===== src/rtl/datapath_ctrl.sv =====
`default_nettype none
// +-----------------------------------------------------------------------------+
// | datapath_ctrl: Moore sequencer for the 16-bit register/ALU datapath.         |
// | Optional: DATAPATH_CTRL_ILLEGAL_TRAP_EN makes illegal opcodes trap (sticky). |
// | Revision: 1.0                                                                |
// +-----------------------------------------------------------------------------+
module datapath_ctrl #(
  parameter int WIDTH      = 16,
  parameter int SIZE       = 8,
  localparam int ADDR_WIDTH = $clog2(SIZE)
) (
  input  logic                  clk,
  input  logic                  rst_n,
  input  logic [15:0]           instr,
  input  logic                  instr_valid,
  output logic                  instr_ready,
  output logic [WIDTH-1:0]      imm,
  output logic                  vsel,
  output logic                  write,
  output logic [ADDR_WIDTH-1:0] writenum,
  output logic [ADDR_WIDTH-1:0] readnum1,
  output logic [ADDR_WIDTH-1:0] readnum2,
  output logic                  loada,
  output logic                  loadb,
  output logic                  loadc,
  output logic                  loads,
  output logic                  asel,
  output logic                  bsel,
  output logic [1:0]            shift,
  output logic [1:0]            aluop,
  output logic                  done,
  output logic                  halted,
  output logic                  trap
);

  typedef enum logic [2:0] {
    S_IDLE = 3'd0,
    S_WIMM = 3'd1,
    S_LOAD = 3'd2,
    S_EXEC = 3'd3,
    S_WB   = 3'd4,
    S_HALT = 3'd5,
    S_ILL  = 3'd6
  } state_e;

  localparam logic [2:0] C_OPC_ALU  = 3'b101;
  localparam logic [2:0] C_OPC_MOV  = 3'b110;
  localparam logic [2:0] C_OPC_HALT = 3'b111;

  state_e      state_q, state_d;
  logic [15:0] instr_q;
  logic        w_accept;

  logic [2:0]  w_opc;
  logic [1:0]  w_op;
  logic        w_is_alu;

  assign w_accept = instr_valid && (state_q == S_IDLE);
  assign w_opc    = instr_q[15:13];
  assign w_op     = instr_q[12:11];
  assign w_is_alu = (w_opc == C_OPC_ALU);

  // Dispatch must look at the incoming word so MOV imm can retire one edge after acceptance.
  function automatic state_e f_dispatch(input logic [4:0] oc);
    state_e s;
    s = S_ILL;
    case (oc[4:2])
      C_OPC_MOV: begin
        if (oc[1:0] == 2'b10)      s = S_WIMM;
        else if (oc[1:0] == 2'b00) s = S_LOAD;
        else                       s = S_ILL;
      end
      C_OPC_ALU:  s = S_LOAD;
      C_OPC_HALT: s = S_HALT;
      default:    s = S_ILL;
    endcase
    return s;
  endfunction

  always_ff @(posedge clk or negedge rst_n) begin
    if (!rst_n) begin
      state_q <= S_IDLE;
      instr_q <= 16'h0000;
    end else begin
      state_q <= state_d;
      if (w_accept) instr_q <= instr;
    end
  end

  assign imm = WIDTH'($signed(instr_q[7:0]));

  always_comb begin
    state_d     = state_q;
    instr_ready = 1'b0;
    vsel        = 1'b0;
    write       = 1'b0;
    writenum    = '0;
    readnum1    = '0;
    readnum2    = '0;
    loada       = 1'b0;
    loadb       = 1'b0;
    loadc       = 1'b0;
    loads       = 1'b0;
    asel        = 1'b0;
    bsel        = 1'b0;
    shift       = 2'b00;
    aluop       = 2'b00;
    done        = 1'b0;
    halted      = 1'b0;
    trap        = 1'b0;
    case (state_q)
      S_IDLE: begin
        instr_ready = 1'b1;
        if (instr_valid) state_d = f_dispatch(instr[15:11]);
      end
      S_WIMM: begin
        vsel     = 1'b1;
        write    = 1'b1;
        writenum = ADDR_WIDTH'(instr_q[10:8]);
        done     = 1'b1;
        state_d  = S_IDLE;
      end
      S_LOAD: begin
        readnum1 = ADDR_WIDTH'(instr_q[10:8]);
        readnum2 = ADDR_WIDTH'(instr_q[2:0]);
        loada    = 1'b1;
        loadb    = 1'b1;
        state_d  = S_EXEC;
      end
      S_EXEC: begin
        shift = instr_q[4:3];
        bsel  = 1'b1;
        // MOV reg and MVN run with a zero A operand; MOV reg forces ADD.
        if (w_is_alu) begin
          aluop = w_op;
          asel  = (w_op != 2'b11);
        end
        if (w_is_alu && (w_op == 2'b01)) begin
          loads   = 1'b1;
          done    = 1'b1;
          state_d = S_IDLE;
        end else begin
          loadc   = 1'b1;
          state_d = S_WB;
        end
      end
      S_WB: begin
        write    = 1'b1;
        writenum = ADDR_WIDTH'(instr_q[7:5]);
        done     = 1'b1;
        state_d  = S_IDLE;
      end
      S_HALT: begin
        halted = 1'b1;
      end
      S_ILL: begin
`ifdef DATAPATH_CTRL_ILLEGAL_TRAP_EN
        trap    = 1'b1;
`else
        done    = 1'b1;
        state_d = S_IDLE;
`endif
      end
      default: state_d = S_IDLE;
    endcase
  end

endmodule
`default_nettype wire


===== config.mk =====
export PLATFORM = sky130hd
export DESIGN_NAME = datapath_ctrl
export DESIGN_NICKNAME = d
export VERILOG_FILES = /design/src/rtl/datapath_ctrl.sv
export SDC_FILE = /design/constraint.sdc
export NUM_CORES = 1
export LEC_CHECK = 0
export BUFFER_PORTS_ARGS = -buffer_cell sky130_fd_sc_hd__buf_2
export CORE_ASPECT_RATIO = 0.5
export CORE_MARGIN = 2
export CORE_UTILIZATION = 40
export CTS_CLUSTER_DIAMETER = 80
export CTS_CLUSTER_SIZE = 8
export DETAILED_ROUTE_END_ITERATION = 10
export PLACE_DENSITY = 0.78
export SETUP_SLACK_MARGIN = 0.2
export SLEW_MARGIN = 20
export SYNTH_ARGS = -nofsm -noshare
export SYNTH_HDL_FRONTEND = slang
export SYNTH_SLANG_ARGS = --single-unit

===== constraint.sdc =====
create_clock -name clk -period 1.4 [get_ports clk]
set_input_delay 0.28 -clock clk [delete_from_list [all_inputs] [get_ports clk]]
set_output_delay 0.28 -clock clk [all_outputs]
set_load 0.05 [all_outputs]

==> flow_metrics.env, run 1 <==
export IMPL_multi_input_comb_area_um2=698.2
export IMPL_grt_pass1_vias=997
export IMPL_route_final_wire_length_um=4134
export IMPL_seq_cells_post_synth=19
export IMPL_final_common_cell="buf_8"
export IMPL_min_delay_path_class="in -> reg"
export IMPL_core_region_area_um2=2668
export IMPL_timing_hold_ws_ns=0.2466
export IMPL_n_fill_cell=126
export IMPL_synth_nets=124
export IMPL_post_synth_inst_count=105
export IMPL_timing_max_cap_violations=0
export IMPL_violations="setup timing"
export IMPL_setup_violations_final=41
export IMPL_ys_seq_area_frac=0.4130
export IMPL_antennaDiodeCount=0
export IMPL_antenna_found_initial=0
export IMPL_critPathRequiredTime_ns=1.12
export IMPL_gp_routability_congestion=0.7450
export IMPL_ys_warnings_count=0
export IMPL_criticalPathCategory="reg -> out"
export IMPL_final_layout_size_suffix_gt1_frac=0.8146
export IMPL_place_hpwl_um=2091
export IMPL_final_design_area_no_fill_um2=2192
export IMPL_vias_per_cell=5.019
export IMPL_top_level_ports=60
export IMPL_cts_buf_count=3
export IMPL_grt_use_total=0.2140
export IMPL_drt_initial_drc_count=43
export IMPL_netlist_area_um2=1151
export IMPL_synth_flop_cell="dfrtp_1"
export IMPL_ff_latch_area_um2=479.2
export IMPL_postLayoutSetupSlackWorst_ns=-0.4463
export IMPL_wl_per_instance_um=19.23
export IMPL_detail_route_first_pass_iterations=4
export IMPL_worst_setup_path_end_kind="output port"
export IMPL_cts_path_max_buffers=2
export IMPL_hold_viol=0
export IMPL_number_of_nets_with_antenna_violations_after_routing=0
export IMPL_worst_ep_arrival_time_ns=1.57
export IMPL_cts_root_buf="clkbuf_8"
export IMPL_die_height_um=41.94
export IMPL_area_delta_synth_final_pct=90.43
export IMPL_fmax_mhz=541.6
export IMPL_htree_num_levels=1
export IMPL_buffer_ports_inserted=58
export IMPL_wire_length_of_the_first_global_routing_pass_um=5340
export IMPL_timing_clock_skew_ns=0.002040
export IMPL_grt_setup_unrepaired="yes"
export IMPL_floorplan_die_area_um2=3349
export IMPL_grt_start_max_net_pins=20
export IMPL_detailed_place_area_um2=1572
export IMPL_final_period_minus_worst_setup_slack_ns=1.846
export IMPL_grt_overflow_total=0
export IMPL_post_route_period_util=1.319
export IMPL_layout_common_cells="buf_8 (25), buf_4 (22), buf_2 (19), buf_6 (18)"
export IMPL_synth_enable_flop_cells=0
export IMPL_clk_pin_slew_worst_paths_ns=0.07
export IMPL_worstSkewPairLatency_ns=0.26
export IMPL_avg_cell_area_syn_um2=10.96
export IMPL_fp_dieW_um=79.87
export IMPL_drv_slew=0
export IMPL_routed_via_count=1079
export IMPL_yosysUniqueCellTypes=28
export IMPL_num_nets_final=198
export IMPL_drc=0
export IMPL_layout_core_utilization=0.8218
export IMPL_clock_sinks=19
export IMPL_std_cell_rows=13
export IMPL_path_max_fanout=5
export IMPL_tritoncts="done"
export IMPL_crit_path_start_kind="flip-flop"
export IMPL_run_status="finished with violations"
export IMPL_synth_async_sr_flop_share=1.000
export IMPL_initial_utilization=0.4315
-- worst paths after layout --
| check | to | cells past startpoint | start | slack [ns] |
|---|---|---|---|---|
| max | done | 6 | state_q[2] | -0.45 |
| min | instr_q[3] | 2 | instr[3] | 0.25 |
| max reg2reg | instr_q[1] | 7 | state_q[2] | -0.36 |
| min reg2reg | instr_q[3] | 1 | instr_q[3] | 0.55 |
| max in group asynchronous | state_q[1] | 2 | rst_n | 0.56 |
| min in group asynchronous | instr_q[11] | 2 | rst_n | 0.50 |
-- Yosys cell counts, types with 2 or more instances --
library cell   n  area share
dfrtp_1       19        0.41
buf_4         18        0.12
mux2_4         9        0.12
nor2_1         9       0.029
and3_1         7       0.038
mux2_2         7       0.068
and2_1         6       0.033
nor2b_1        4       0.022
a22oi_1        3       0.020
nand2_1        3      0.0098
nor3b_1        2       0.013
o21ai_0        2      0.0087
-- stage by stage --
stage	cells	TNS, ns	worst slack (ns)
final	215	-13.68	-0.4463
after global routing	215	-15.43	-0.4923
after CTS	208	-11.36	-0.3900
after detailed placement	194	-2.755	-0.2246
after global placement	194	-1.950	-0.1845
after floorplan	105	-8.460	-0.4457
-- repair_timing --
| item | in CTS | in global routing |
|---|---|---|
| hold endpoints to repair | 19 | 0 |
| buffers inserted | 8 | 6 |
| gates resized for setup | 116 | 14 |
| setup endpoints to repair | 50 | 55 |
| gates cloned | 1 | 1 |
| hold buffers | 1 | 0 |
| pin swaps | 10 | 6 |
-- final cells by class --
cell class,count,area share
inverters,1,0.003425
repair buffers,90,0.4178
multi-input cells,64,0.3185
flip-flops and latches,19,0.2186
clock buffers,4,0.02055
well taps,37,0.02112
-- layer usage --
metal,vias up,global-route usage,wire length [um]
li1,489,-,-
met1,521,0.2735,1657
met2,61,0.3714,2166
met3,8,0.05000,228
met4,0,0.04746,81
met5,-,0,0
-- worst max-delay path: stages, from the launching register on --
cell	delay (ns)
dfrtp_2	0.42
buf_4	0.14
nor2b_1	0.13
buf_4	0.17
buf_6	0.12
a21o_4	0.18
buf_8	0.14
-- sequential cells by signal (all words and copies together) (netlist names) --
| register | cells |
|---|---|
| instr_q | 16 |
| state_q | 3 |
-- cell families after synthesis --
group,synth area share
AO/OA/AOI/OAI,0.05979
buffers and inverters,0.1522
flip-flops,0.4130
multiplexers,0.1859
other,0.003258
AND/OR/NAND/NOR,0.1859
Power of run 1 is not shown: default switching activity piles up to over one toggle a cycle in this logic, so the estimate is an artifact.
==> inputs of run 2 (changes only) <==
- ABC_CLOCK_PERIOD_IN_PS: not set -> 2050
- CORE_UTILIZATION: 40 -> 41
- PLACE_DENSITY: 0.78 -> 0.77
- clock period: 1.4 -> 2.05 ns (I/O delays scaled with it)
==> run 2 against run 1 <==
First-iteration DRC count fell by 7.0%. Worst setup slack improved by 0.53 ns. The flow now finishes without violations. Register-to-register slack improved by 0.69 ns. Global-route usage fell by 6.0 points. Worst hold slack got worse by 0.18 ns. Cell count fell by 10%. Die area fell by 2.3%. Core utilization fell by 19 points. Sequential share of layout area rose by 6.8 points. Largest cell class is now multi-input combinational cells. Critical path depth did not move. Critical path type unchanged. Critical endpoint is now shift[1]. Clock skew rose by 0.0063 ns.
==> flow_metrics.env, run 2 (same netlist as run 1, synthesis figures left out) <==
export IMPL_grt_pass1_vias=833
export IMPL_antenna_found_initial=0
export IMPL_run_status="finished clean"
export IMPL_cts_hold_buf=0
export IMPL_final_design_area_no_fill_um2=1665
export IMPL_initial_utilization=0.4368
export IMPL_fmax_mhz=509.3
export IMPL_postLayoutSetupSlackWorst_ns=0.08670
export IMPL_setup_violations_final=0
export IMPL_largestRegisters="instr_q: 16 flops, state_q: 3 flops"
export IMPL_crit_path_start_kind="flip-flop"
export IMPL_core_region_area_um2=2635
export IMPL_grt_start_max_net_pins=20
export IMPL_hold_viol=0
export IMPL_final_period_minus_worst_setup_slack_ns=1.963
export IMPL_detailed_place_area_um2=1374
export IMPL_number_of_nets_with_antenna_violations_after_routing=0
export IMPL_worst_setup_path_end_kind="output port"
export IMPL_gp_routability_congestion=0.7134
export IMPL_cts_path_max_buffers=2
export IMPL_critPathRequiredTime_ns=1.64
export IMPL_grt_setup_unrepaired="yes"
export IMPL_detail_route_first_pass_iterations=4
export IMPL_route_final_wire_length_um=2703
export IMPL_post_place_ws_ns=0.2086
export IMPL_buffer_ports_inserted=58
export IMPL_min_delay_path_class="in -> async"
export IMPL_num_nets_final=176
export IMPL_vias_per_cell=4.891
export IMPL_cp_startpoint="state_q[0]"
export IMPL_timing_clock_skew_ns=0.008357
export IMPL_antennaDiodeCount=0
export IMPL_clock_sinks=19
export IMPL_grt_overflow_total=0
export IMPL_place_hpwl_um=1788
export IMPL_layout_core_utilization=0.6320
export IMPL_floorplan_die_area_um2=3273
export IMPL_die_height_um=41.47
export IMPL_cts_root_buf="clkbuf_8"
export IMPL_post_route_period_util=0.9577
export IMPL_std_cell_rows=13
export IMPL_cts_buf_count=3
export IMPL_fp_dieW_um=78.94
export IMPL_htree_num_levels=1
export IMPL_clk_pin_slew_worst_paths_ns=0.08
export IMPL_timing_max_cap_violations=0
export IMPL_wire_length_of_the_first_global_routing_pass_um=3939
export IMPL_top_level_ports=60
export IMPL_routed_via_count=944
export IMPL_criticalPathCategory="reg -> out"
export IMPL_worst_ep_arrival_time_ns=1.55
export IMPL_drc=0
export IMPL_wl_per_instance_um=14.01
export IMPL_grt_use_total=0.1537
export IMPL_drv_slew=0
export IMPL_final_layout_size_suffix_gt1_frac=0.7244
export IMPL_layout_common_cells="buf_2 (40), dfrtp_1 (17), mux2_4 (9), buf_6 (9), buf_4 (9)"
export IMPL_largest_register="instr_q"
export IMPL_area_delta_synth_final_pct=44.67
export IMPL_path_max_fanout=5
export IMPL_tritoncts="done"
export IMPL_number_of_flip_flops_in_the_largest_register=16
export IMPL_worstSkewPairLatency_ns=0.26
export IMPL_critical_path_reg2reg_startpoint="state_q[2]"
export IMPL_final_common_cell="buf_2"
export IMPL_timing_hold_ws_ns=0.06455
export IMPL_drt_initial_drc_count=40
[run 2: cell count changes in the layout (fill, tap and decap cells not counted), sizes merged]
cell,change
buf,-19
clkbuf,-3
clkinvlp,+1
dlygate4sd3,-1
[run 2: area by class of cell]
| cell class | count | area [um^2] |
|---|---|---|
| clock buffer | 3 | 41.29 |
| clock inverter | 1 | 7.507 |
| fill | 200 | 969.7 |
| inverter | 1 | 7.507 |
| multi-input combinational | 64 | 580.6 |
| sequential | 19 | 478.0 |
| tap | 37 | 46.29 |
| timing repair buffer | 68 | 504.2 |
[run 2: critical path, stage by stage (launching register included)]
cell and delay (ns):
dfrtp_2 0.45, nand3b_1 0.17, clkinvlp_4 0.12, buf_4 0.14, buf_6 0.11, and2_4 0.15
buf_6 0.14
[run 2: final timing paths]
path | endpoint | slack [ns] | cells after the start
setup / recovery | shift[1] | 0.09 | 6
hold / removal | instr_q[12] | 0.06 | 1
setup reg to reg | instr_q[0] | 0.33 | 5
hold reg to reg | instr_q[13] | 0.52 | 1
max in group asynchronous | state_q[0] | 1.67 | 1
min in group clk | instr_q[3] | 0.37 | 2
[run 2: metrics by stage]
step,setup TNS [ns],cells
finish,0,193
global route,0,193
CTS,0,190
detailed placement,0,182
global placement,0,182
floorplan,-0.002438,105
[run 2: repair_timing]
item / in CTS / in global routing
pin swaps: 1 / 3
setup buffers: 4 / 3
endpoints found under the setup margin: 18 / 19
gates cloned: 0 / 0
gates resized for setup: 33 / 27
[run 2: metal layers]
metal | track usage | wire length, um
met4 | 0.03103 | 17
met3 | 0.04565 | 123
met5 | 0 | 0
met1 | 0.1860 | 1173
met2 | 0.2752 | 1388
Power of run 2 is left out for the same reason.
==> inputs of run 3 (changes only) <==
- ABC_CLOCK_PERIOD_IN_PS: 2050 -> not set
- BUFFER_PORTS_ARGS: -buffer_cell sky130_fd_sc_hd__buf_2 -> -buffer_cell sky130_fd_sc_hd__clkbuf_2
==> run 3 against run 2 <==
Clock skew decreased by 0.0057 ns. Cell count decreased by 0.52%. First-iteration DRC count increased by 20%. Critical endpoint is now asel.
==> flow_metrics.env, run 3 (same netlist as run 1, synthesis figures left out) <==
export IMPL_fmax_mhz=500.6
export IMPL_route_final_wire_length_um=2920
export IMPL_gp_routability_congestion=0.7218
export IMPL_number_of_nets_with_antenna_violations_after_routing=0
export IMPL_ff_latch_area_um2=478.0
export IMPL_drv_slew=0
export IMPL_final_period_minus_worst_setup_slack_ns=1.997
export IMPL_initial_utilization=0.4368
export IMPL_place_hpwl_um=1700
export IMPL_top_level_ports=60
export IMPL_core_region_area_um2=2635
export IMPL_timing_rr_end="instr_q[2]"
export IMPL_worstSkewPairLatency_ns=0.26
export IMPL_criticalPathCategory="reg -> out"
export IMPL_cts_buf_count=3
export IMPL_final_design_area_no_fill_um2=1694
export IMPL_largestRegisters="instr_q: 16 flops, state_q: 3 flops"
export IMPL_critPathRequiredTime_ns=1.64
export IMPL_grt_overflow_total=0
export IMPL_postLayoutSetupSlackWorst_ns=0.05259
export IMPL_grt_setup_unrepaired="yes"
export IMPL_vias_per_cell=4.953
export IMPL_hold_viol=0
export IMPL_grt_start_max_net_pins=20
export IMPL_final_common_cell="clkbuf_2"
export IMPL_drc=0
export IMPL_post_route_period_util=0.9743
export IMPL_wl_per_instance_um=15.21
export IMPL_grt_pass1_vias=789
export IMPL_run_status="finished clean"
export IMPL_setup_reg_to_reg_worst_slack_ns=0.34
export IMPL_std_cell_rows=13
export IMPL_num_nets_final=175
export IMPL_grt_use_total=0.1500
export IMPL_floorplan_die_area_um2=3273
export IMPL_path_max_fanout=4
export IMPL_area_delta_synth_final_pct=47.17
export IMPL_critical_path_reg2reg_startpoint="state_q[2]"
export IMPL_min_delay_path_class="in -> async"
export IMPL_antenna_found_initial=0
export IMPL_tritoncts="done"
export IMPL_timing_max_cap_violations=0
export IMPL_layout_common_cells="clkbuf_2 (35), dfrtp_1 (17), buf_8 (11), mux2_4 (9), buf_4 (9)"
export IMPL_setup_violations_final=0
export IMPL_drt_initial_drc_count=48
export IMPL_die_height_um=41.47
export IMPL_clk_pin_slew_worst_paths_ns=0.07
export IMPL_n_fill_cell=196
export IMPL_post_place_ws_ns=0.2583
export IMPL_buffer_ports_inserted=58
export IMPL_final_layout_size_suffix_gt1_frac=0.7161
export IMPL_fp_dieW_um=78.94
export IMPL_wire_length_of_the_first_global_routing_pass_um=3857
export IMPL_cts_path_max_buffers=2
export IMPL_worst_r2r_path_depth=5
export IMPL_routed_via_count=951
export IMPL_largest_register="instr_q"
export IMPL_crit_path_start_kind="flip-flop"
export IMPL_cts_hold_buf=0
export IMPL_antennaDiodeCount=0
export IMPL_cts_root_buf="clkbuf_8"
export IMPL_htree_num_levels=1
export IMPL_number_of_flip_flops_in_the_largest_register=16
export IMPL_detailed_place_area_um2=1374
export IMPL_worst_setup_path_end_kind="output port"
export IMPL_clock_sinks=19
export IMPL_multi_input_comb_area_um2=589.3
export IMPL_worst_ep_arrival_time_ns=1.59
export IMPL_timing_clock_skew_ns=0.002623
export IMPL_detail_route_first_pass_iterations=4
## run 3: repair_timing
item / CTS / global route
buffers inserted: 4 / 2
setup endpoints to repair: 19 / 23
hold endpoints to repair: 0 / 0
pin swaps: 1 / 4
resized for setup: 30 / 49
## run 3: layout make-up
cell class                      count  share of cell area
Timing Repair Buffer               67              0.3109
Clock buffer                        3             0.02437
Tap cell                           37             0.02733
Clock inverter                      1            0.002954
Inverter                            1            0.004431
Multi-Input combinational cell     64              0.3479
Sequential cell                    19              0.2821
## run 3: worst max-delay path by stage
stage               startpoint    to  cells past startpoint
floorplan           state_q[2]  asel                      4
global placement    state_q[0]  asel                      5
detailed placement  state_q[0]  asel                      5
CTS                 state_q[2]  asel                      5
global route        state_q[2]  asel                      5
finish              state_q[2]  asel                      5
## run 3: layer usage
metal	up-vias	GRT usage	wire, um	part of all wire
li1	444	-	-	-
met1	460	0.2097	1268	0.43
met2	43	0.2359	1444	0.49
met3	4	0.04130	164	0.056
met4	0	0.03103	42	0.014
met5	-	0	0	0
## run 3: per-stage QoR
stage	TNS, ns	hold slack, ns	cells	utilization
after floorplan	-0.002438	0.1144	105	-
after global placement	0	0.3877	182	0.5214
after detailed placement	0	0.3970	182	0.5214
after CTS	0	0.1152	190	0.5983
after global routing	0	0.1263	192	0.6429
final	0	0.09708	192	0.6429
## run 3: worst max-delay path, stage by stage, from the launching register on
cell and delay (ns):
dfrtp_1 0.41, nand3b_1 0.25, clkinvlp_4 0.15, and3_4 0.19
a21boi_4 0.18, buf_8 0.16
Power of run 3 is left out for the same reason.
